`src/rtl/uart_cmd_pkg.sv`:
```
// Shared parser state type, ASCII constants and limits for the UART command receiver.
package uart_cmd_pkg;

    typedef enum logic [2:0] {
        P_IDLE,
        P_H,
        P_NUM,
        P_COLON,
        P_DIG,
        P_EOL
    } parse_state_e;

    localparam logic [7:0] ASCII_C     = 8'h43;
    localparam logic [7:0] ASCII_H     = 8'h48;
    localparam logic [7:0] ASCII_COLON = 8'h3A;
    localparam logic [7:0] ASCII_CR    = 8'h0D;
    localparam logic [7:0] ASCII_LF    = 8'h0A;
    localparam logic [7:0] ASCII_0     = 8'h30;

    localparam int NUM_CH    = 8;
    localparam int DIGITS    = 5;
    localparam int VALUE_MAX = 65535;

    function automatic logic is_dec(input logic [7:0] b);
        return (b >= ASCII_0) && (b <= ASCII_0 + 8'd9);
    endfunction

    function automatic logic is_chan(input logic [7:0] b);
        return (b >= ASCII_0) && (b <= ASCII_0 + 8'(NUM_CH - 1));
    endfunction

endpackage

```
`src/rtl/uart_rx.sv`:
```
// UART byte receiver: 2-flop synchroniser, mid-bit sampling, 8N1 framing.
// Define UART_CMD_PARITY_EN for 8E1 (even parity bit after D7).
module uart_rx #(
    parameter int BIT_CYCLES = 434
) (
    input  logic       clk,
    input  logic       rst_n,
    input  logic       rx_line,
    output logic       rx_valid,
    output logic [7:0] rx_data,
    output logic       rx_ferr
);

    localparam int                CNT_W   = $clog2(BIT_CYCLES);
    localparam logic [CNT_W-1:0] HALF_M1 = CNT_W'(BIT_CYCLES / 2 - 1);
    localparam logic [CNT_W-1:0] FULL_M1 = CNT_W'(BIT_CYCLES - 1);

    typedef enum logic [2:0] {R_IDLE, R_START, R_DATA, R_PAR, R_STOP} rx_state_e;

    rx_state_e        state_q, state_d;
    logic [1:0]       sync_q;
    logic             prev_q;
    logic [CNT_W-1:0] cnt_q, cnt_d;
    logic [2:0]       bit_q, bit_d;
    logic [7:0]       shift_q, shift_d;
    logic [7:0]       data_q, data_d;
    logic             valid_q, valid_d;
    logic             ferr_q, ferr_d;
    logic             rx_s;
    logic             perr;

    assign rx_s = sync_q[1];

`ifdef UART_CMD_PARITY_EN
    logic perr_q, perr_d;
    assign perr = perr_q;

    always_ff @(posedge clk or negedge rst_n) begin
        if (!rst_n) perr_q <= 1'b0;
        else        perr_q <= perr_d;
    end
`else
    assign perr = 1'b0;
`endif

    // Synchroniser flops reset high so the idle line never looks like a start edge.
    always_ff @(posedge clk or negedge rst_n) begin
        // NOTE: sequential state uses non-blocking assignments so every flop samples pre-edge values.
        if (!rst_n) begin
            sync_q  <= 2'b11;
            prev_q  <= 1'b1;
            state_q <= R_IDLE;
            cnt_q   <= '0;
            bit_q   <= '0;
            shift_q <= '0;
            data_q  <= '0;
            valid_q <= 1'b0;
            ferr_q  <= 1'b0;
        end else begin
            sync_q  <= {sync_q[0], rx_line};
            prev_q  <= rx_s;
            state_q <= state_d;
            cnt_q   <= cnt_d;
            bit_q   <= bit_d;
            shift_q <= shift_d;
            data_q  <= data_d;
            valid_q <= valid_d;
            ferr_q  <= ferr_d;
        end
    end

    always_comb begin
        // NOTE: every combinational output gets a default first so no path infers a latch.
        state_d = state_q;
        cnt_d   = cnt_q + CNT_W'(1);
        bit_d   = bit_q;
        shift_d = shift_q;
        data_d  = data_q;
        valid_d = 1'b0;
        ferr_d  = 1'b0;
`ifdef UART_CMD_PARITY_EN
        perr_d  = perr_q;
`endif
        unique case (state_q)
            R_IDLE: begin
                cnt_d = '0;
                if (prev_q && !rx_s) state_d = R_START;
            end
            R_START: begin
                if (cnt_q == HALF_M1) begin
                    cnt_d   = '0;
                    bit_d   = '0;
                    state_d = rx_s ? R_IDLE : R_DATA;
                end
            end
            R_DATA: begin
                if (cnt_q == FULL_M1) begin
                    cnt_d   = '0;
                    shift_d = {rx_s, shift_q[7:1]};
                    bit_d   = bit_q + 3'd1;
                    if (bit_q == 3'd7) begin
`ifdef UART_CMD_PARITY_EN
                        state_d = R_PAR;
`else
                        state_d = R_STOP;
`endif
                    end
                end
            end
            R_PAR: begin
`ifdef UART_CMD_PARITY_EN
                if (cnt_q == FULL_M1) begin
                    cnt_d   = '0;
                    perr_d  = rx_s ^ (^shift_q);
                    state_d = R_STOP;
                end
`else
                state_d = R_IDLE;
`endif
            end
            R_STOP: begin
                // Returning to idle at the stop mid-sample lets a back-to-back start bit be caught.
                if (cnt_q == FULL_M1) begin
                    cnt_d   = '0;
                    state_d = R_IDLE;
                    if (rx_s && !perr) begin
                        valid_d = 1'b1;
                        data_d  = shift_q;
                    end else begin
                        ferr_d  = 1'b1;
                    end
                end
            end
            default: state_d = R_IDLE;
        endcase
    end

    assign rx_valid = valid_q;
    assign rx_data  = data_q;
    assign rx_ferr  = ferr_q;

endmodule

```
`src/rtl/uart_cmd_rx.sv`:
```
// ASCII command receiver: parses "CHn:ddddd\n" lines from uart_rx into a per-channel register bank.
module uart_cmd_rx
    import uart_cmd_pkg::*;
#(
    parameter int CLK_FRE    = 50,
    parameter int UART_RATE  = 115200,
    parameter int BIT_CYCLES = CLK_FRE * 1000000 / UART_RATE
) (
    input  logic                     clk,
    input  logic                     rst_n,
    input  logic                     uart_rx,
    output logic                     cmd_valid,
    output logic [2:0]               cmd_ch,
    output logic [15:0]              cmd_value,
    output logic                     cmd_err,
    output logic [NUM_CH-1:0][15:0]  ch_data
);

    logic       rx_valid;
    logic [7:0] rx_data;
    logic       rx_ferr;

    uart_rx #(.BIT_CYCLES(BIT_CYCLES)) u_uart_rx (
        .clk      (clk),
        .rst_n    (rst_n),
        .rx_line  (uart_rx),
        .rx_valid (rx_valid),
        .rx_data  (rx_data),
        .rx_ferr  (rx_ferr)
    );

    parse_state_e             state_q, state_d;
    logic [2:0]               ch_q, ch_d;
    logic [16:0]              acc_q, acc_d;
    logic [2:0]               dcnt_q, dcnt_d;
    logic                     commit, err;
    logic                     cmd_valid_q, cmd_err_q;
    logic [2:0]               cmd_ch_q;
    logic [15:0]              cmd_value_q;
    logic [NUM_CH-1:0][15:0]  ch_data_q;

    always_ff @(posedge clk or negedge rst_n) begin
        // NOTE: the bank is eight flop words, not a RAM, so it is reset along with the rest.
        if (!rst_n) begin
            state_q     <= P_IDLE;
            ch_q        <= '0;
            acc_q       <= '0;
            dcnt_q      <= '0;
            cmd_valid_q <= 1'b0;
            cmd_err_q   <= 1'b0;
            cmd_ch_q    <= '0;
            cmd_value_q <= '0;
            ch_data_q   <= '0;
        end else begin
            state_q     <= state_d;
            ch_q        <= ch_d;
            acc_q       <= acc_d;
            dcnt_q      <= dcnt_d;
            cmd_valid_q <= commit;
            cmd_err_q   <= err;
            if (commit) begin
                cmd_ch_q        <= ch_q;
                cmd_value_q     <= acc_q[15:0];
                ch_data_q[ch_q] <= acc_q[15:0];
            end
        end
    end

    always_comb begin
        state_d = state_q;
        ch_d    = ch_q;
        acc_d   = acc_q;
        dcnt_d  = dcnt_q;
        commit  = 1'b0;
        err     = 1'b0;
        if (rx_ferr) begin
            if (state_q != P_IDLE) begin
                err     = 1'b1;
                state_d = P_IDLE;
            end
        end else if (rx_valid) begin
            unique case (state_q)
                P_IDLE:  if (rx_data == ASCII_C) state_d = P_H;
                P_H: begin
                    if (rx_data == ASCII_H) state_d = P_NUM;
                    else                    err     = 1'b1;
                end
                P_NUM: begin
                    if (is_chan(rx_data)) begin
                        ch_d    = rx_data[2:0];
                        acc_d   = '0;
                        dcnt_d  = '0;
                        state_d = P_COLON;
                    end else begin
                        err = 1'b1;
                    end
                end
                P_COLON: begin
                    if (rx_data == ASCII_COLON) state_d = P_DIG;
                    else                        err     = 1'b1;
                end
                P_DIG: begin
                    if (is_dec(rx_data)) begin
                        acc_d  = acc_q * 17'd10 + 17'(rx_data[3:0]);
                        dcnt_d = dcnt_q + 3'd1;
                        if (dcnt_q == 3'(DIGITS - 1)) state_d = P_EOL;
                    end else begin
                        err = 1'b1;
                    end
                end
                P_EOL: begin
                    if (rx_data == ASCII_LF) begin
                        if (acc_q > 17'(VALUE_MAX)) err    = 1'b1;
                        else                        commit = 1'b1;
                        state_d = P_IDLE;
                    end else if (rx_data != ASCII_CR) begin
                        err = 1'b1;
                    end
                end
                default: state_d = P_IDLE;
            endcase
            // A stray 'C' is treated as the start of a new line.
            if (err) state_d = (rx_data == ASCII_C) ? P_H : P_IDLE;
        end
    end

    assign cmd_valid = cmd_valid_q;
    assign cmd_err   = cmd_err_q;
    assign cmd_ch    = cmd_ch_q;
    assign cmd_value = cmd_value_q;
    assign ch_data   = ch_data_q;

endmodule

```
`config.mk`:
```
export PLATFORM = sky130hd
export DESIGN_NAME = uart_cmd_rx
export DESIGN_NICKNAME = d
export VERILOG_FILES = /design/src/rtl/uart_cmd_pkg.sv /design/src/rtl/uart_rx.sv /design/src/rtl/uart_cmd_rx.sv
export SDC_FILE = /design/constraint.sdc
export NUM_CORES = 1
export LEC_CHECK = 0
export ABC_AREA = 1
export BUFFER_PORTS_ARGS = -buffer_cell sky130_fd_sc_hd__buf_2
export CAP_MARGIN = 15
export CORE_MARGIN = 2
export CORE_UTILIZATION = 50
export DETAILED_ROUTE_END_ITERATION = 16
export GPL_TIMING_DRIVEN = 0
export PLACE_DENSITY = 0.72
export SLEW_MARGIN = 20
export SYNTH_ARGS = -nofsm -noshare
export SYNTH_HDL_FRONTEND = slang
export SYNTH_SLANG_ARGS = --single-unit
```
`constraint.sdc`:
```
create_clock -name clk -period 3.61 [get_ports clk]
set_input_delay 0.361 -clock clk [delete_from_list [all_inputs] [get_ports clk]]
set_output_delay 0.361 -clock clk [all_outputs]
set_load 0.005 [all_outputs]
```
==> results of run 1 <==
synth_stat cells (2+ instances only):
library cell / n
inv_1: 100
o22ai_2: 4
o21ai_2: 24
nor3_1: 7
a21oi_1: 10
inv_2: 7
xnor2_1: 4
buf_6: 24
o21ai_0: 51
o211ai_1: 4
o21ai_1: 105
o21bai_1: 2
nor4_1: 3
nand2_2: 3
dfrtp_1: 208
nor2_8: 3
nor2_2: 9
nor2_4: 3
nand2_4: 9
a22o_1: 2
o22ai_1: 6
ha_1: 35
nand2_1: 302
nor3_2: 3
dfstp_2: 3
xor2_1: 10
buf_2: 5
fa_1: 2
nor2_1: 54
nand3_1: 38
nand4_1: 11
how the worst min path moves through the flow:
stage	end	slack (ns)
after floorplan	acc_q[0]	0.07
after global placement	u_uart_rx.sync_q[1]	0.35
after detailed placement	ch_data[102]	0.35
after CTS	u_uart_rx.sync_q[1]	0.35
after global routing	u_uart_rx.sync_q[1]	0.36
final	u_uart_rx.sync_q[1]	0.35
flip-flops by register name, summed over array words and instances (netlist names):
name	flops
acc_q	17
ch_data	128
ch_q	3
cmd_ch	3
cmd_err	1
cmd_valid	1
cmd_value	16
dcnt_q	3
state_q	3
u_uart_rx.bit_q	3
u_uart_rx.cnt_q	9
u_uart_rx.prev_q	1
u_uart_rx.rx_data	8
u_uart_rx.rx_ferr	1
u_uart_rx.rx_valid	1
u_uart_rx.shift_q	8
u_uart_rx.state_q	3
u_uart_rx.sync_q	2
worst reg2reg max path: stages (launching register included):
cell	delay (ns)
dfrtp_1	0.44
ha_1	0.32
ha_1	0.24
inv_1	0.08
fa_1	0.46
nor2_1	0.17
nand3_1	0.11
a21oi_1	0.20
nand3_1	0.14
nor2_2	0.18
nand3_1	0.14
nor2_2	0.18
nand4_1	0.12
nand3_1	0.09
nand2_1	0.05
stage by stage:
step	instance area (um2)	setup slack (ns)	instances	power, mW
2_1_floorplan	9850	0.998	1065	2.66
3_3_place_gp	10900	-1.30	1481	2.75
3_5_place_dp	11000	0.630	1483	2.77
4_1_cts	11800	0.626	1527	5.19
5_1_grt	11800	0.433	1527	5.35
6_report	11800	0.622	1527	5.14
cell families after synthesis:
logic type	Yosys count
flip-flops	211
XOR/XNOR	14
buffers and inverters	140
AO/OA/AOI/OAI	214
AND/OR/NAND/NOR	449
adder cells (fa/ha/maj)	37
timing repair:
| action | CTS | global route |
|---|---|---|
| endpoints found under the hold margin | 70 | 0 |
| hold buffers | 2 | 0 |
| resized for setup | 0 | 0 |
| setup buffers | 0 | 0 |
power by group:
part / internal (mW) / switching, mW
Clock: 1.47 / 0.940
Combinational: 0.0869 / 0.208
Sequential: 2.40 / 0.0326
final cells by class:
type / instances / area (um2)
Buffer: 32 / 312
Clock buffer: 34 / 687
Clock inverter: 8 / 105
Fill cell: 1676 / 7580
Inverter: 108 / 405
Multi-Input combinational cell: 714 / 3850
Sequential cell: 211 / 5280
Tap cell: 265 / 332
Timing Repair Buffer: 155 / 841
routing by layer:
metal  vias up  track usage, %  wire length [um]  part of all wire (%)
li1       3858               -                 -                     -
met1      3787            32.5             10700                    43
met2       253            40.4             12000                    47
met3        47            4.24              1700                   6.8
met4         0            7.66               813                   3.2
met5         -               0                 0                     0
==> qor.yml, run 1 <==
status: "finished clean"
syn2layout_area_growth_pct: 19.9
clkLatencyLatePin_ns: 0.52
gp_congestion: 0.926
start_util_pct: 50.8
layout_commonest_cell: "nand2_1"
slew_violations: 0
h-tree-depth: 1
holdCritStartpoint: "u_uart_rx.sync_q[0]"
yosys_warnings: 0
critPathTopFamily: "simple AND/OR/NAND/NOR gates"
synth_nets: 1105
cts_buffers: 23
synthAdderAreaFrac_pct: 4.85
synth_top_area_share_pct: 52.8
final_cell_mix: "302 x nand2_1, 208 x dfrtp_1, 155 x buf_2"
synth_xor_area_share_pct: 1.24
synth_top_area_cell: "dfrtp_1"
crit_slowest_cell: "fa_1"
cts_buffer_depth: 3
cts_root_buf: "clkbuf_16"
die_y_um: 144
drive_above_1_share_pct: 23.5
drt_iter0_drc: 469
synth_cells: 1065
coreArea_um2: 19400
r2r_slack_ns: 0.62
grt.total_usage_pct: 24.3
end_kind: "register"
timing.rr.end: "acc_q[16]"
boundaryPins: 152
synth.area.top_cells: "dfrtp_1 53%, nand2_1 12%, o21ai_1 5.3%, ha_1 4.4%, inv_1 3.8%"
routedWlPerCell_um: 16.5
worst_pin_slew_ns: 0.757
p_leak_nw: 6.22
overflow: 0
crit_type: "register to register"
timing.final.hold_violations: 0
timing.critical_path.buf_inv: 1
final-setup-viol-count: 0
synthArstFlopShare_pct: 100
path_clk_slew_ns: 0.06
r2r_cells: 14
period_needed_ns: 2.99
dr.pass1.iters: 5
drcViolationCount: 0
routed_wl_um: 25200
synth_top_family_by_area: "simple AND/OR/NAND/NOR gates"
cp-start-kind: "register"
yosys_most_used_dff: "dfrtp_1"
power_density_nw_per_um2: 435
cts_sinks: 211
maxCapViolCount: 0
crit_top_cell: "nand3_1"
antenna_left: 0
grt_pass1_wl_um: 39400
ys_ff_latch: 211
dp_hpwl_um: 17700
hold_path_depth: 0
die-area_um2: 20800
vias: 7945
rsz0062_at_grt: "false"
slew_headroom_pct: 49.5
worstPathCellList: "ha_1 > ha_1 > inv_1 > fa_1 > nor2_1 > nand3_1 > a21oi_1 > nand3_1 > nor2_2 > nand3_1 > nor2_2 > nand4_1 > nand3_1 > nand2_1"
synthMuxAreaShare_pct: 0
cp.required_ns: 4.03
grt_pass1_vias: 7394
reg2reg_from: "acc_q[1]"
fmax_ghz: 0.335
hold_ws_ns: 0.351
antenna_found_initial: 0
yosys.area_share.simple_pct: 20.3
period_share_pct: 82.8
cp-endpoint: "acc_q[16]"
clock_skew_ns: 0.0187
synth_edf_count: 0
num_rows: 51
finish.utilization_pct: 60.9
synth_area_per_cell_um2: 9.25
worstPathMaxFanout: 4
grt_max_degree: 83
slowest_delay_ns: 0.46
vdd_drop_max_uv: 397
synth_cell_types: 45
hp-class: "register to register"
n_antenna_cell: 0
nets: 1285
synth_compound_area_share_pct: 12.7
crit_cells: 14
synthesis.area_um2: 9850
die_w_um: 144
cp.arrival_ns: 3.41
vias_per_cell: 5.20
startpoint: "acc_q[1]"
yosysSeqAreaShare_pct: 53.6
fin_tns_setup_ns: 0
portBuffers: 151
tritoncts: "yes"
Power figures use the tool's default switching activity.
==> run 2, diff against run 1 <==
- PLACE_DENSITY: 0.72 -> 0.74
- clock period: 3.61 -> 2.5 ns (I/O delays scaled with it)
==> run 2 against run 1 <==
  * The flow now finishes with violations (setup timing)
  * Sequential share of layout area shrank 0.85 points
  * Utilization grew 1.2 points
  * Via count grew 3.0%
  * Total power grew 42%
  * Clock power grew 40%
  * Clock skew shrank 0.0011 ns
  * First-iteration DRC count grew 24%
  * Sequential power grew 44%
  * Wire length grew 5.0%
  * Design area grew 2.0%
  * Worst hold slack lost 0.13 ns
  * Non-clock buffer count grew 13
  * Critical endpoint is now acc_q[12]
  * Highest routed layer unchanged
==> qor.yml, run 2 (synthesis gave the netlist of run 1 again) <==
rsz0062_at_grt: "true"
coreArea_um2: 19400
maxCapViolCount: 0
cp.arrival_ns: 3.00
gr-usage-met2_pct: 40.7
crit_type: "register to register"
hp-class: "input pin to asynchronous set/reset pin"
fin_tns_setup_ns: -0.682
cp.required_ns: 2.89
num_rows: 51
slew_headroom_pct: 49.8
nFillCells: 1629
die_w_um: 144
routed_wl_um: 26500
p_leak_nw: 6.23
gr-max-usage-layer: "met2"
globalRouteMet3Util_pct: 3.21
cts_root_buf: "clkbuf_16"
power_density_nw_per_um2: 607
end_kind: "register"
dr.pass1.iters: 5
n_antenna_cell: 0
grt_max_degree: 98
nets: 1298
use_met1_pct: 33.6
multi_input_area_um2: 4030
grt_pass1_wl_um: 39800
cp-start-kind: "register"
boundaryPins: 152
path_clk_slew_ns: 0.06
routedWlPerCell_um: 17.2
worstPathMaxFanout: 3
violations: "setup timing"
gp_congestion: 0.917
layout_commonest_cell: "nand2_1"
drcViolationCount: 0
cts_buffers: 23
fmax_ghz: 0.383
clkLatencyLatePin_ns: 0.52
period_needed_ns: 2.61
drt_iter0_drc: 582
final-setup-viol-count: 7
placed_cells: 1483
die_y_um: 144
overflow: 0
final_cell_mix: "296 x nand2_1, 207 x dfrtp_1, 155 x buf_2"
antenna_found_initial: 0
cts_buffer_depth: 3
vias: 8184
h-tree-depth: 1
fin_cells: 1535
largest_reg_flops: 128
dp_hpwl_um: 17700
grt_pass1_vias: 7583
syn2layout_area_growth_pct: 22.3
die-area_um2: 20800
seq_area_um2: 5290
drive_above_1_share_pct: 26.0
vdd_drop_max_uv: 694
slew_violations: 0
period_share_pct: 105
clock_skew_ns: 0.0176
timing.final.hold_violations: 0
portBuffers: 151
tritoncts: "yes"
layout_setup_ws_ns: -0.113
start_util_pct: 50.8
status: "finished with violations"
grt.total_usage_pct: 24.7
antenna_left: 0
vias_per_cell: 5.33
cts_sinks: 211
worst_pin_slew_ns: 0.752
[run 2: changes by cell type in the layout (fill, tap and decap cells not counted), sizes merged]
cell,delta
clkbuf,-4
buf,+13
bufinv,+1
clkinv,-2
[run 2: area by class of cell]
type	count	share of cell area, %
well taps	265	2.75
multi-input cells	714	33.5
inverters	108	3.37
repair buffers	168	7.82
plain buffers	32	2.59
clock inverters	7	1.04
flip-flops and latches	211	43.9
clock buffers	30	5.08
[run 2: report_power, final]
| group | internal, mW | switching [mW] | total (mW) |
|---|---|---|---|
| clock | 2.03 | 1.34 | 3.37 |
| combinational | 0.126 | 0.303 | 0.429 |
| sequential | 3.47 | 0.0438 | 3.51 |
[run 2: metrics by stage]
stage / setup slack (ns) / util, % / total power, mW / instance area [um2] / hold slack, ns
global placement: -2.31 / 56.4 / 3.98 / 10900 / 0.345
detailed placement: -0.404 / 56.8 / 4.00 / 11000 / 0.156
finish: -0.113 / 62.1 / 7.31 / 12000 / 0.221
floorplan: -0.0580 / - / 3.84 / 9860 / -0.0456
CTS: -0.119 / 61.4 / 7.35 / 11900 / 0.210
global route: -0.259 / 62.1 / 7.56 / 12000 / 0.254
[run 2: critical path, cell delays in order, from the launching register on]
cell and delay (ns):
dfrtp_1 0.43, ha_4 0.26, ha_4 0.15, inv_2 0.05, fa_2 0.47, nor2_4 0.13
nand3_2 0.10, a21oi_2 0.18, nand3_2 0.14, nor2_4 0.14, buf_4 0.13, buf_6 0.09
nand3_1 0.07, nand3_1 0.08, o21ai_1 0.06
[run 2: worst paths after layout]
kind	from	to	slack (ns)	cells after the start
hold / removal	rst_n	ch_data[100]	0.22	2
setup / recovery	acc_q[3]	acc_q[12]	-0.11	14
setup reg to reg	acc_q[3]	acc_q[12]	-0.11	14
hold reg to reg	u_uart_rx.sync_q[0]	u_uart_rx.sync_q[1]	0.35	0
max in group asynchronous	rst_n	u_uart_rx.prev_q	1.46	3
min in group clk	u_uart_rx.sync_q[0]	u_uart_rx.sync_q[1]	0.35	0
[run 2: repair_timing]
| action | in CTS | in global routing |
|---|---|---|
| setup endpoints to repair | 7 | 8 |
| hold buffers | 2 | 0 |
| setup buffers | 8 | 5 |
| pin swaps | 14 | 13 |
| hold endpoints to repair | 39 | 0 |
| gates resized for setup | 15 | 23 |
[run 2: routing by layer]
metal	wire, um	share of wire, %
met1	11200	42
met2	12700	48
met3	1620	6.1
met4	929	3.5
met5	0	0
